$ cat config.mk
export PLATFORM = sky130hd
export DESIGN_NAME = multicycle_controller_flat
export DESIGN_NICKNAME = d
export VERILOG_FILES = /design/src/rtl/mc_pkg.sv /design/src/rtl/multicycle_controller_if.sv /design/src/rtl/mc_alu_decode.sv /design/src/rtl/multicycle_controller.sv /design/src/flat_wrapper.sv
export SDC_FILE = /design/constraint.sdc
export NUM_CORES = 1
export LEC_CHECK = 0
export BUFFER_PORTS_ARGS = -buffer_cell sky130_fd_sc_hd__buf_4
export CORE_MARGIN = 3
export CORE_UTILIZATION = 40
export DETAILED_ROUTE_END_ITERATION = 12
export PLACE_DENSITY = 0.83
export SLEW_MARGIN = 20
export SYNTH_ARGS = -nofsm -noshare
export SYNTH_HDL_FRONTEND = slang
export SYNTH_HIERARCHICAL = 1
export SYNTH_SLANG_ARGS = --single-unit
$ cat constraint.sdc
create_clock -name clk -period 1.9 [get_ports clk]
set_clock_uncertainty 0.05 [all_clocks]
set_input_delay 0.38 -clock clk [delete_from_list [all_inputs] [get_ports clk]]
set_output_delay 0.38 -clock clk [all_outputs]
set_load 0.03 [all_outputs]
$ cat src/rtl/mc_pkg.sv
// rtl/mc_pkg.sv - shared encodings, state enum and control bundle for the multicycle controller
package mc_pkg;

   localparam logic [5:0] OP_RTYPE = 6'b000000;
   localparam logic [5:0] OP_ORI   = 6'b001101;
   localparam logic [5:0] OP_ADDIU = 6'b001001;
   localparam logic [5:0] OP_LW    = 6'b100011;
   localparam logic [5:0] OP_SW    = 6'b101011;
   localparam logic [5:0] OP_BEQ   = 6'b000100;
   localparam logic [5:0] OP_J     = 6'b000010;

   localparam logic [5:0] FN_ADD  = 6'b100000;
   localparam logic [5:0] FN_SUB  = 6'b100010;
   localparam logic [5:0] FN_SUBU = 6'b100011;
   localparam logic [5:0] FN_SLT  = 6'b101010;
   localparam logic [5:0] FN_SLTU = 6'b101011;

   localparam logic [2:0] ALU_ADD  = 3'b000;
   localparam logic [2:0] ALU_SUB  = 3'b001;
   localparam logic [2:0] ALU_OR   = 3'b010;
   localparam logic [2:0] ALU_SLT  = 3'b011;
   localparam logic [2:0] ALU_SLTU = 3'b100;

   localparam logic [1:0] PCSRC_ALU    = 2'b00;
   localparam logic [1:0] PCSRC_ALUOUT = 2'b01;
   localparam logic [1:0] PCSRC_JUMP   = 2'b10;

   localparam logic [1:0] SRCB_RT   = 2'b00;
   localparam logic [1:0] SRCB_FOUR = 2'b01;
   localparam logic [1:0] SRCB_IMM  = 2'b10;
   localparam logic [1:0] SRCB_BOFF = 2'b11;

   typedef enum logic [3:0] {
      IFETCH, DECODE, EXEC_R, EXEC_I, WB_R, WB_I,
      ADDR, MEM_RD, MEM_WR, WB_MEM, BRANCH, JUMP
   } state_t;

   typedef struct packed {
      logic       pc_wr;
      logic       pc_wr_cond;
      logic [1:0] pc_src;
      logic       i_or_d;
      logic       mem_rd;
      logic       mem_wr;
      logic       ir_wr;
      logic       reg_wr;
      logic       reg_dst;
      logic       mem_to_reg;
      logic       alu_src_a;
      logic [1:0] alu_src_b;
      logic       illegal;
      logic       instr_done;
   } ctrl_t;

   function automatic logic is_r_funct(input logic [5:0] funct);
      return funct inside {FN_ADD, FN_SUB, FN_SUBU, FN_SLT, FN_SLTU};
   endfunction

endpackage

$ cat src/rtl/multicycle_controller_if.sv
// rtl/multicycle_controller_if.sv - datapath/controller bundle; master is the datapath side
interface multicycle_controller_if;

   logic [31:0] Instruction;
   logic        Zero;
   logic        mem_ready;
   logic        PCWr;
   logic        PCWrCond;
   logic [1:0]  PCSrc;
   logic        IorD;
   logic        MemRd;
   logic        MemWr;
   logic        IRWr;
   logic        RegWr;
   logic        RegDst;
   logic        MemtoReg;
   logic        ALUSrcA;
   logic [1:0]  ALUSrcB;
   logic        ExtOp;
   logic [2:0]  ALUctr;
   logic        illegal;
   logic        instr_done;

   modport master (
      output Instruction, Zero, mem_ready,
      input  PCWr, PCWrCond, PCSrc, IorD, MemRd, MemWr, IRWr, RegWr, RegDst,
             MemtoReg, ALUSrcA, ALUSrcB, ExtOp, ALUctr, illegal, instr_done
   );

   modport slave (
      input  Instruction, Zero, mem_ready,
      output PCWr, PCWrCond, PCSrc, IorD, MemRd, MemWr, IRWr, RegWr, RegDst,
             MemtoReg, ALUSrcA, ALUSrcB, ExtOp, ALUctr, illegal, instr_done
   );

endinterface

$ cat src/rtl/mc_alu_decode.sv
// rtl/mc_alu_decode.sv - ALU operation and immediate-extension select per state
module mc_alu_decode
   import mc_pkg::*;
(
   input  state_t      state_i,
   input  logic [5:0]  opcode_i,
   input  logic [5:0]  funct_i,
   output logic [2:0]  alu_ctr_o,
   output logic        ext_op_o
);

   always_comb begin
      alu_ctr_o = ALU_ADD;
      ext_op_o  = 1'b0;
      case (state_i)
         DECODE, ADDR: ext_op_o = 1'b1;
         EXEC_R: begin
            case (funct_i)
               FN_SUB, FN_SUBU: alu_ctr_o = ALU_SUB;
               FN_SLT:          alu_ctr_o = ALU_SLT;
               FN_SLTU:         alu_ctr_o = ALU_SLTU;
               default:         alu_ctr_o = ALU_ADD;
            endcase
         end
         EXEC_I: begin
            if (opcode_i == OP_ORI) alu_ctr_o = ALU_OR;
            else                    ext_op_o  = 1'b1;
         end
         BRANCH:  alu_ctr_o = ALU_SUB;
         default: ;
      endcase
   end

endmodule

$ cat src/rtl/multicycle_controller.sv
// rtl/multicycle_controller.sv - multicycle MIPS-subset sequencer driving shared ALU/memory datapath
module multicycle_controller
   import mc_pkg::*;
(
   input  logic                          clk,
   input  logic                          rst,
   multicycle_controller_if.slave        bus
);

   state_t      state_q, state_d;
   ctrl_t       ctl;
   ctrl_t       ctl_out;
   logic [2:0]  alu_ctr;
   logic        ext_op;
   logic [5:0]  opcode;
   logic [5:0]  funct;
   logic        is_nop;
   logic        legal;
   logic        unused_zero;

   assign opcode      = bus.Instruction[31:26];
   assign funct       = bus.Instruction[5:0];
   assign is_nop      = (bus.Instruction == 32'd0);
   assign legal       = ((opcode == OP_RTYPE) && is_r_funct(funct)) ||
                        (opcode inside {OP_ORI, OP_ADDIU, OP_LW, OP_SW, OP_BEQ, OP_J});
   // Zero is consumed by the datapath together with PCWrCond
   assign unused_zero = bus.Zero;

   always_ff @(posedge clk or posedge rst) begin
      if (rst) state_q <= IFETCH;
      else     state_q <= state_d;
   end

   always_comb begin
      state_d = state_q;
      ctl     = '0;
      case (state_q)
         IFETCH: begin
            ctl.mem_rd    = 1'b1;
            ctl.alu_src_b = SRCB_FOUR;
            ctl.pc_src    = PCSRC_ALU;
            if (bus.mem_ready) begin
               ctl.pc_wr = 1'b1;
               ctl.ir_wr = 1'b1;
               state_d   = DECODE;
            end
         end
         DECODE: begin
            ctl.alu_src_b = SRCB_BOFF;
            if (is_nop) begin
               ctl.instr_done = 1'b1;
               state_d        = IFETCH;
            end else if (!legal) begin
               ctl.illegal    = 1'b1;
               ctl.instr_done = 1'b1;
               state_d        = IFETCH;
            end else begin
               case (opcode)
                  OP_RTYPE:        state_d = EXEC_R;
                  OP_ORI, OP_ADDIU: state_d = EXEC_I;
                  OP_LW, OP_SW:    state_d = ADDR;
                  OP_BEQ:          state_d = BRANCH;
                  default:         state_d = JUMP;
               endcase
            end
         end
         EXEC_R: begin
            ctl.alu_src_a = 1'b1;
            ctl.alu_src_b = SRCB_RT;
            state_d       = WB_R;
         end
         EXEC_I: begin
            ctl.alu_src_a = 1'b1;
            ctl.alu_src_b = SRCB_IMM;
            state_d       = WB_I;
         end
         WB_R, WB_I: begin
            ctl.reg_wr     = 1'b1;
            ctl.reg_dst    = (state_q == WB_R);
            ctl.instr_done = 1'b1;
            state_d        = IFETCH;
         end
         ADDR: begin
            ctl.alu_src_a = 1'b1;
            ctl.alu_src_b = SRCB_IMM;
            state_d       = (opcode == OP_LW) ? MEM_RD : MEM_WR;
         end
         MEM_RD: begin
            ctl.mem_rd = 1'b1;
            ctl.i_or_d = 1'b1;
            if (bus.mem_ready) state_d = WB_MEM;
         end
         WB_MEM: begin
            ctl.reg_wr     = 1'b1;
            ctl.mem_to_reg = 1'b1;
            ctl.instr_done = 1'b1;
            state_d        = IFETCH;
         end
         MEM_WR: begin
            ctl.mem_wr = 1'b1;
            ctl.i_or_d = 1'b1;
            if (bus.mem_ready) begin
               ctl.instr_done = 1'b1;
               state_d        = IFETCH;
            end
         end
         BRANCH: begin
            ctl.alu_src_a  = 1'b1;
            ctl.alu_src_b  = SRCB_RT;
            ctl.pc_wr_cond = 1'b1;
            ctl.pc_src     = PCSRC_ALUOUT;
            ctl.instr_done = 1'b1;
            state_d        = IFETCH;
         end
         JUMP: begin
            ctl.pc_wr      = 1'b1;
            ctl.pc_src     = PCSRC_JUMP;
            ctl.instr_done = 1'b1;
            state_d        = IFETCH;
         end
         default: state_d = IFETCH;
      endcase
   end

   mc_alu_decode u_alu_decode (
      .state_i   (state_q),
      .opcode_i  (opcode),
      .funct_i   (funct),
      .alu_ctr_o (alu_ctr),
      .ext_op_o  (ext_op)
   );

   // Reset silences every control line, including the IFETCH read
   assign ctl_out        = rst ? '0 : ctl;
   assign bus.PCWr       = ctl_out.pc_wr;
   assign bus.PCWrCond   = ctl_out.pc_wr_cond;
   assign bus.PCSrc      = ctl_out.pc_src;
   assign bus.IorD       = ctl_out.i_or_d;
   assign bus.MemRd      = ctl_out.mem_rd;
   assign bus.MemWr      = ctl_out.mem_wr;
   assign bus.IRWr       = ctl_out.ir_wr;
   assign bus.RegWr      = ctl_out.reg_wr;
   assign bus.RegDst     = ctl_out.reg_dst;
   assign bus.MemtoReg   = ctl_out.mem_to_reg;
   assign bus.ALUSrcA    = ctl_out.alu_src_a;
   assign bus.ALUSrcB    = ctl_out.alu_src_b;
   assign bus.illegal    = ctl_out.illegal;
   assign bus.instr_done = ctl_out.instr_done;
   assign bus.ExtOp      = rst ? 1'b0 : ext_op;
   assign bus.ALUctr     = rst ? 3'b000 : alu_ctr;

endmodule
$ cat src/flat_wrapper.sv
// flat-port wrapper written by rule: the top's interface ports become plain ports
module multicycle_controller_flat import mc_pkg::*;
  (clk, rst, bus_Instruction, bus_Zero, bus_mem_ready, bus_PCWr, bus_PCWrCond, bus_PCSrc, bus_IorD, bus_MemRd, bus_MemWr, bus_IRWr, bus_RegWr, bus_RegDst, bus_MemtoReg, bus_ALUSrcA, bus_ALUSrcB, bus_ExtOp, bus_ALUctr, bus_illegal, bus_instr_done);
  multicycle_controller_if bus_i ();
  input  logic clk;
  input  logic rst;
  input wire logic [$bits(bus_i.Instruction)-1:0] bus_Instruction;
  input wire logic [$bits(bus_i.Zero)-1:0] bus_Zero;
  input wire logic [$bits(bus_i.mem_ready)-1:0] bus_mem_ready;
  output wire logic [$bits(bus_i.PCWr)-1:0] bus_PCWr;
  output wire logic [$bits(bus_i.PCWrCond)-1:0] bus_PCWrCond;
  output wire logic [$bits(bus_i.PCSrc)-1:0] bus_PCSrc;
  output wire logic [$bits(bus_i.IorD)-1:0] bus_IorD;
  output wire logic [$bits(bus_i.MemRd)-1:0] bus_MemRd;
  output wire logic [$bits(bus_i.MemWr)-1:0] bus_MemWr;
  output wire logic [$bits(bus_i.IRWr)-1:0] bus_IRWr;
  output wire logic [$bits(bus_i.RegWr)-1:0] bus_RegWr;
  output wire logic [$bits(bus_i.RegDst)-1:0] bus_RegDst;
  output wire logic [$bits(bus_i.MemtoReg)-1:0] bus_MemtoReg;
  output wire logic [$bits(bus_i.ALUSrcA)-1:0] bus_ALUSrcA;
  output wire logic [$bits(bus_i.ALUSrcB)-1:0] bus_ALUSrcB;
  output wire logic [$bits(bus_i.ExtOp)-1:0] bus_ExtOp;
  output wire logic [$bits(bus_i.ALUctr)-1:0] bus_ALUctr;
  output wire logic [$bits(bus_i.illegal)-1:0] bus_illegal;
  output wire logic [$bits(bus_i.instr_done)-1:0] bus_instr_done;
  assign bus_i.Instruction = bus_Instruction;
  assign bus_i.Zero = bus_Zero;
  assign bus_i.mem_ready = bus_mem_ready;
  assign bus_PCWr = bus_i.PCWr;
  assign bus_PCWrCond = bus_i.PCWrCond;
  assign bus_PCSrc = bus_i.PCSrc;
  assign bus_IorD = bus_i.IorD;
  assign bus_MemRd = bus_i.MemRd;
  assign bus_MemWr = bus_i.MemWr;
  assign bus_IRWr = bus_i.IRWr;
  assign bus_RegWr = bus_i.RegWr;
  assign bus_RegDst = bus_i.RegDst;
  assign bus_MemtoReg = bus_i.MemtoReg;
  assign bus_ALUSrcA = bus_i.ALUSrcA;
  assign bus_ALUSrcB = bus_i.ALUSrcB;
  assign bus_ExtOp = bus_i.ExtOp;
  assign bus_ALUctr = bus_i.ALUctr;
  assign bus_illegal = bus_i.illegal;
  assign bus_instr_done = bus_i.instr_done;
  multicycle_controller u_core (.clk(clk), .rst(rst), .bus(bus_i));
endmodule
==> After elaboration in Yosys (flattened, before gate mapping) <==
Index checks and enable logic that the tools add are counted.
{ "op_classes": {"n_eq_ne": 25, "mux": 34, "reduce_logical": 19} }
{ "op_table": {"columns": ["operator", "count"], "rows": [
  ["$eq A6 B6 Y1 const B", 7],
  ["$logic_not A32 Y1", 1],
  ["$pmux W4 S7", 1],
  ["$mux W4", 6],
  ["$pmux W3 S3", 2],
  ["$eq A4 B3 Y1 const B", 4],
  ["$eq A4 B4 Y1 const B", 4],
  ["$mux W16", 1],
  ["$pmux W4 S4", 1],
  ["$reduce_or A2 Y1", 8],
  ["$mux W1", 15],
  ["$eq A6 B4 Y1 const B", 2],
  ["$eq A4 B2 Y1 const B", 2],
  ["$eq A6 B2 Y1 const B", 1],
  ["$eq A6 B3 Y1 const B", 1],
  ["$logic_not A6 Y1", 1],
  ["$ne A2 B2 Y1 const B", 3],
  ["$pmux W2 S3", 1],
  ["$reduce_bool A6 Y1", 1],
  ["$reduce_bool A5 Y1", 1],
  ["$reduce_or A5 Y1", 1],
  ["$eq A4 B1 Y1 const B", 1],
  ["$logic_not A4 Y1", 1],
  ["$mux W2", 2],
  ["9 further kinds", 10]
]} }
{ "totals": {"ff_bits": 4, "inputBits": 36, "out_inout_bits": 20, "word_cells": 79} }

==> Depth between registers and ports, before layout <==
{ "depth": {"depth_word": 8, "ltp_mapped": 5, "mapped_depth_nobuf": 4} }

==> By module <==
The synthesis kept the hierarchy.
{ "by_module_without_submodules": {"columns": ["module", "instances", "cells_per_inst", "area_per_inst_um2", "seq_area_each_um2"], "rows": [
  ["multicycle_controller", 1, 100, 659.4, 100.1],
  ["mc_alu_decode", 1, 18, 138.9, 0.0]
]} }

==> Worst setup path after synthesis <==
Ideal clock, no wire load.
{ "synth_timing": {"path_type": "reg2out", "start": "register u_core.state_q[3]", "end": "output bus_illegal", "t_arrival_ns": 2.423, "required_time_ns": 1.470, "slack_ns": -0.953, "stages_incl_launch_ff": 4, "cell_sequence": "dfrtp_1 nor4_1 nand2_1 nor3_1"} }
{ "synth_via": {"elab_chain_len": 3} }
{ "synth_rtl": {"columns": ["item", "line_no", "source"], "rows": [
  ["start, declared", "multicycle_controller.sv:10", "state_t state_q, state_d;"],
  ["start signal, assigned", "multicycle_controller.sv:31", "else state_q <= state_d;"],
  ["$eq A4 B1 Y1", "multicycle_controller.sv:37", "case (state_q)"],
  ["$mux W1", "multicycle_controller.sv:37", null],
  ["$mux W16", "multicycle_controller.sv:134", "assign ctl_out = rst ? '0 : ctl;"],
  ["end, declared", "flat_wrapper.sv:24", "output wire logic [$bits(bus_i.illegal)-1:0] bus_illegal;"]
]} }
Every way passes these cells.

==> Final worst setup path <==
{ "layout_timing": {"start": "register u_core.state_q[0]", "end": "output bus_ExtOp"} }
{ "layout_via": {"elab_chain_len": 4} }
{ "layout_rtl": {"columns": ["item", "line_no", "source"], "rows": [
  ["$eq A4 B1 Y1 / $eq A4 B3 Y1 (equally long branches)", "mc_alu_decode.sv:15", "case (state_i)"],
  ["$reduce_or A2 Y1", "mc_alu_decode.sv:15", null],
  ["$pmux W1 S2 (*)", "mc_alu_decode.sv:15", null],
  ["via u_core.ext_op", "multicycle_controller.sv:14", "logic ext_op;"],
  ["$mux W1 (*)", "multicycle_controller.sv:149", "assign bus.ExtOp = rst ? 1'b0 : ext_op;"],
  ["end, declared", "flat_wrapper.sv:22", "output wire logic [$bits(bus_i.ExtOp)-1:0] bus_ExtOp;"]
]} }
Mark *: on every way through the listed nets, which the timed path passes. The rest lies on a longest branch.

==> run summary <==
Post-DP HPWL = 2940 um
Ant. Diodes = 0
Compound-Gate Fraction of Synth Area = 22.1%
Post-synth ARST share = 100%
Clock tree root buffer cell = clkbuf_4
GR Overflow Total = 0
Port Buffers = 54
Fin. Hold Viols = 0
CTS Sinks = 4
Die area = 2570 um^2
Post-synthesis adder-cell area fraction = 0%
EDFF count, synth = 0
DR vias = 1,458
Synth Area in Simple Gates = 57.8%
Final wirelength = 4820 um
Max-cap viol count = 0
Max Freq = 451 MHz
Vias per Instance = 6.45
RR Startpoint = u_core/state_q[0]$_DFFE_PP0P_
Syn Inst Count = 118
Peak supply drop = 389 uV
Relative slew slack = 69.2%
Post-Synthesis Cell Area = 798 um^2
Placeable Area = 1800 um^2
Critical path arrival = 1.79 ns
Setup repair after global routing missed its margin = yes
Largest regs = u_core/state_q (4)
Fin crit share = 117%
Vias in the first global route = 1,391
Worst-path maximum fanout = 8
Average wire per standard cell = 21.3 um
Crit Path Class = flop to output pin
Slew Limit Fails = 0
Min Tclk post-route = 2.22 ns
Most common cell after layout, fill and taps aside = buf_4
Post-route ant nets = 0
Worst skew pair latency = 0.27 ns
#FFs+latches synth = 4
Initial Util = 44.3%
CTS clk-pin slew, worst paths = 0.05 ns
Critical Path End Type = output pin
Commonest cells after routing, fill and taps aside = buf_4 (73), buf_6 (13), nor2_1 (10), nand2_1 (10), nor4_1 (9)
Initial antenna violation count = 0
XOR/XNOR share of the synthesized area = 0%
Worst R2R Path Depth = 6
Gr usage total = 32.0%
Seq/Total Area, Yosys = 12.5%
Row cnt = 15
Detailed Route Iter0 Violations = 92
Failing checks = DRC, setup timing
RePlAce Congestion = 0.778
Share of cells above drive strength 1 = 62.7%
Final core utilization = 92.2%
Largest register FFs = 4
Ys flop type = dfrtp_1
Die Y = 50.7 um
Leakage = 0.727 nW
CTS tree = built
Non-filler instance count after layout = 226
H-tree levels = 1
DIE WIDTH = 50.7 um
Detailed Routing Iterations Pass 1 = 8
Worst Path Required = 1.47 ns
Final setup violation count = 13
Multi-input logic area = 781 um^2
Hold-fix buffers, CTS = 0
Mapped Nets = 154
# fillers = 71
Largest family of logic cells by synthesized area = simple AND/OR/NAND/NOR gates
Crit start category = flop
Flop-to-flop setup slack = 0.13 ns
Worst-margin pin slew = 0.458 ns
Mux contribution to synthesized area = 1.41%
Global-route wire length before repair = 6270 um
# IOs = 56
DR DRC count = 1
Largest net degree at the start of global routing = 11
PD cells = 390 nW/um^2
Syn avg cell area = 6.76 um^2
Unique masters post-synth = 44
Hold Crit Class = primary input to async pin
Synthesis warning total = 6
Final worst slack = -0.316 ns
Inst Count DP = 214
Reg area = 105 um^2
# nets final = 238
Area Overhead vs Synth = 108%
R2r endpoint = u_core/state_q[3]$_DFFE_PP0P_
Longest Clk Path Bufs = 2
Outcome = finished, violations left
CTS Buf Count = 3
Biggest register = u_core/state_q
==> power by group <==
group          internal [mW]  total, mW  switching [mW]
sequential            0.0920      0.107          0.0152
combinational          0.192      0.404           0.212
clock                 0.0802      0.138          0.0574
total                  0.364      0.649           0.285
==> through the flow <==
stage	hold WS (ns)	cell area [um^2]	setup TNS, ns	setup slack (ns)	power, mW
2_1_floorplan	0.112	891	-0.514	-0.173	0.272
3_3_place_gp	0.383	1480	-0.303	-0.143	0.421
3_5_place_dp	0.399	1480	-0.530	-0.174	0.434
4_1_cts	0.116	1560	-1.82	-0.270	0.588
5_1_grt	0.150	1660	-3.35	-0.372	0.679
6_report	0.153	1660	-2.60	-0.316	0.649
==> critical path, stage by stage (launching register included) <==
cell and delay [ns]:
dfrtp_2 0.47, buf_4 0.16, buf_6 0.13, nand3b_1 0.18, o21ai_0 0.09, and3b_1 0.19
nor2b_4 0.15, buf_6 0.13
==> timing repair <==
action | CTS | global route
buffers inserted | 3 | 5
pin swaps | 4 | 8
endpoints found under the hold margin | 0 | 0
gates resized for setup | 12 | 17
setup endpoints to repair | 18 | 16
==> how the worst max path moves through the flow <==
stage	startpoint	endpoint	slack (ns)
global route	u_core/state_q[0]$_DFFE_PP0P_	bus_ALUctr[2]	-0.37
detailed placement	bus_Instruction[26]	bus_instr_done	-0.17
CTS	u_core/state_q[0]$_DFFE_PP0P_	bus_ALUctr[2]	-0.27
global placement	bus_Instruction[26]	bus_instr_done	-0.14
floorplan	u_core/state_q[1]$_DFFE_PP0P_	bus_PCSrc[0]	-0.17
finish	u_core/state_q[0]$_DFFE_PP0P_	bus_ExtOp	-0.32
==> synth_stat cells (2+ instances only) <==
master,number,share of area [%]
a211oi_1,2,1.9
o31ai_1,2,1.9
or4_1,3,2.8
nand4b_1,3,3.3
dfrtp_1,4,13
nor3b_1,2,1.9
nand2_1,11,5.2
clkbuf_1,6,2.8
nand4_1,3,2.4
nand3_1,7,4.4
a21oi_1,5,3.1
nor2b_1,5,3.9
nor3_1,10,6.3
nor2_1,12,5.6
nor4_1,10,7.8
o21ai_0,2,1.3
inv_1,4,1.9
==> routing by layer <==
metal / GRT usage [%] / up-vias / wire length [um]
met5: 0 / - / 0
met1: 34.1 / 678 / 1660
met4: 17.0 / 0 / 238
li1: - / 626 / -
met3: 5.93 / 27 / 519
met2: 58.7 / 127 / 2410
==> logic make-up (layout without fill, tap and decap cells) <==
kind of cell,after synthesis,count (layout)
and+or+nand+nor,78,78
DFF,4,4
muxes,1,1
AOI/OAI and AO/OA,23,23
buffers and inverters,12,95
==> layout make-up <==
| cell class | count | share of cell area [%] |
|---|---|---|
| multi-input cells | 102 | 47.0 |
| repair buffers | 86 | 41.8 |
| flip-flops and latches | 4 | 6.33 |
| well taps | 25 | 1.88 |
| clock buffers | 4 | 1.58 |
| inverters | 5 | 1.43 |
No activity file was read; power rests on OpenSTA's default activity.
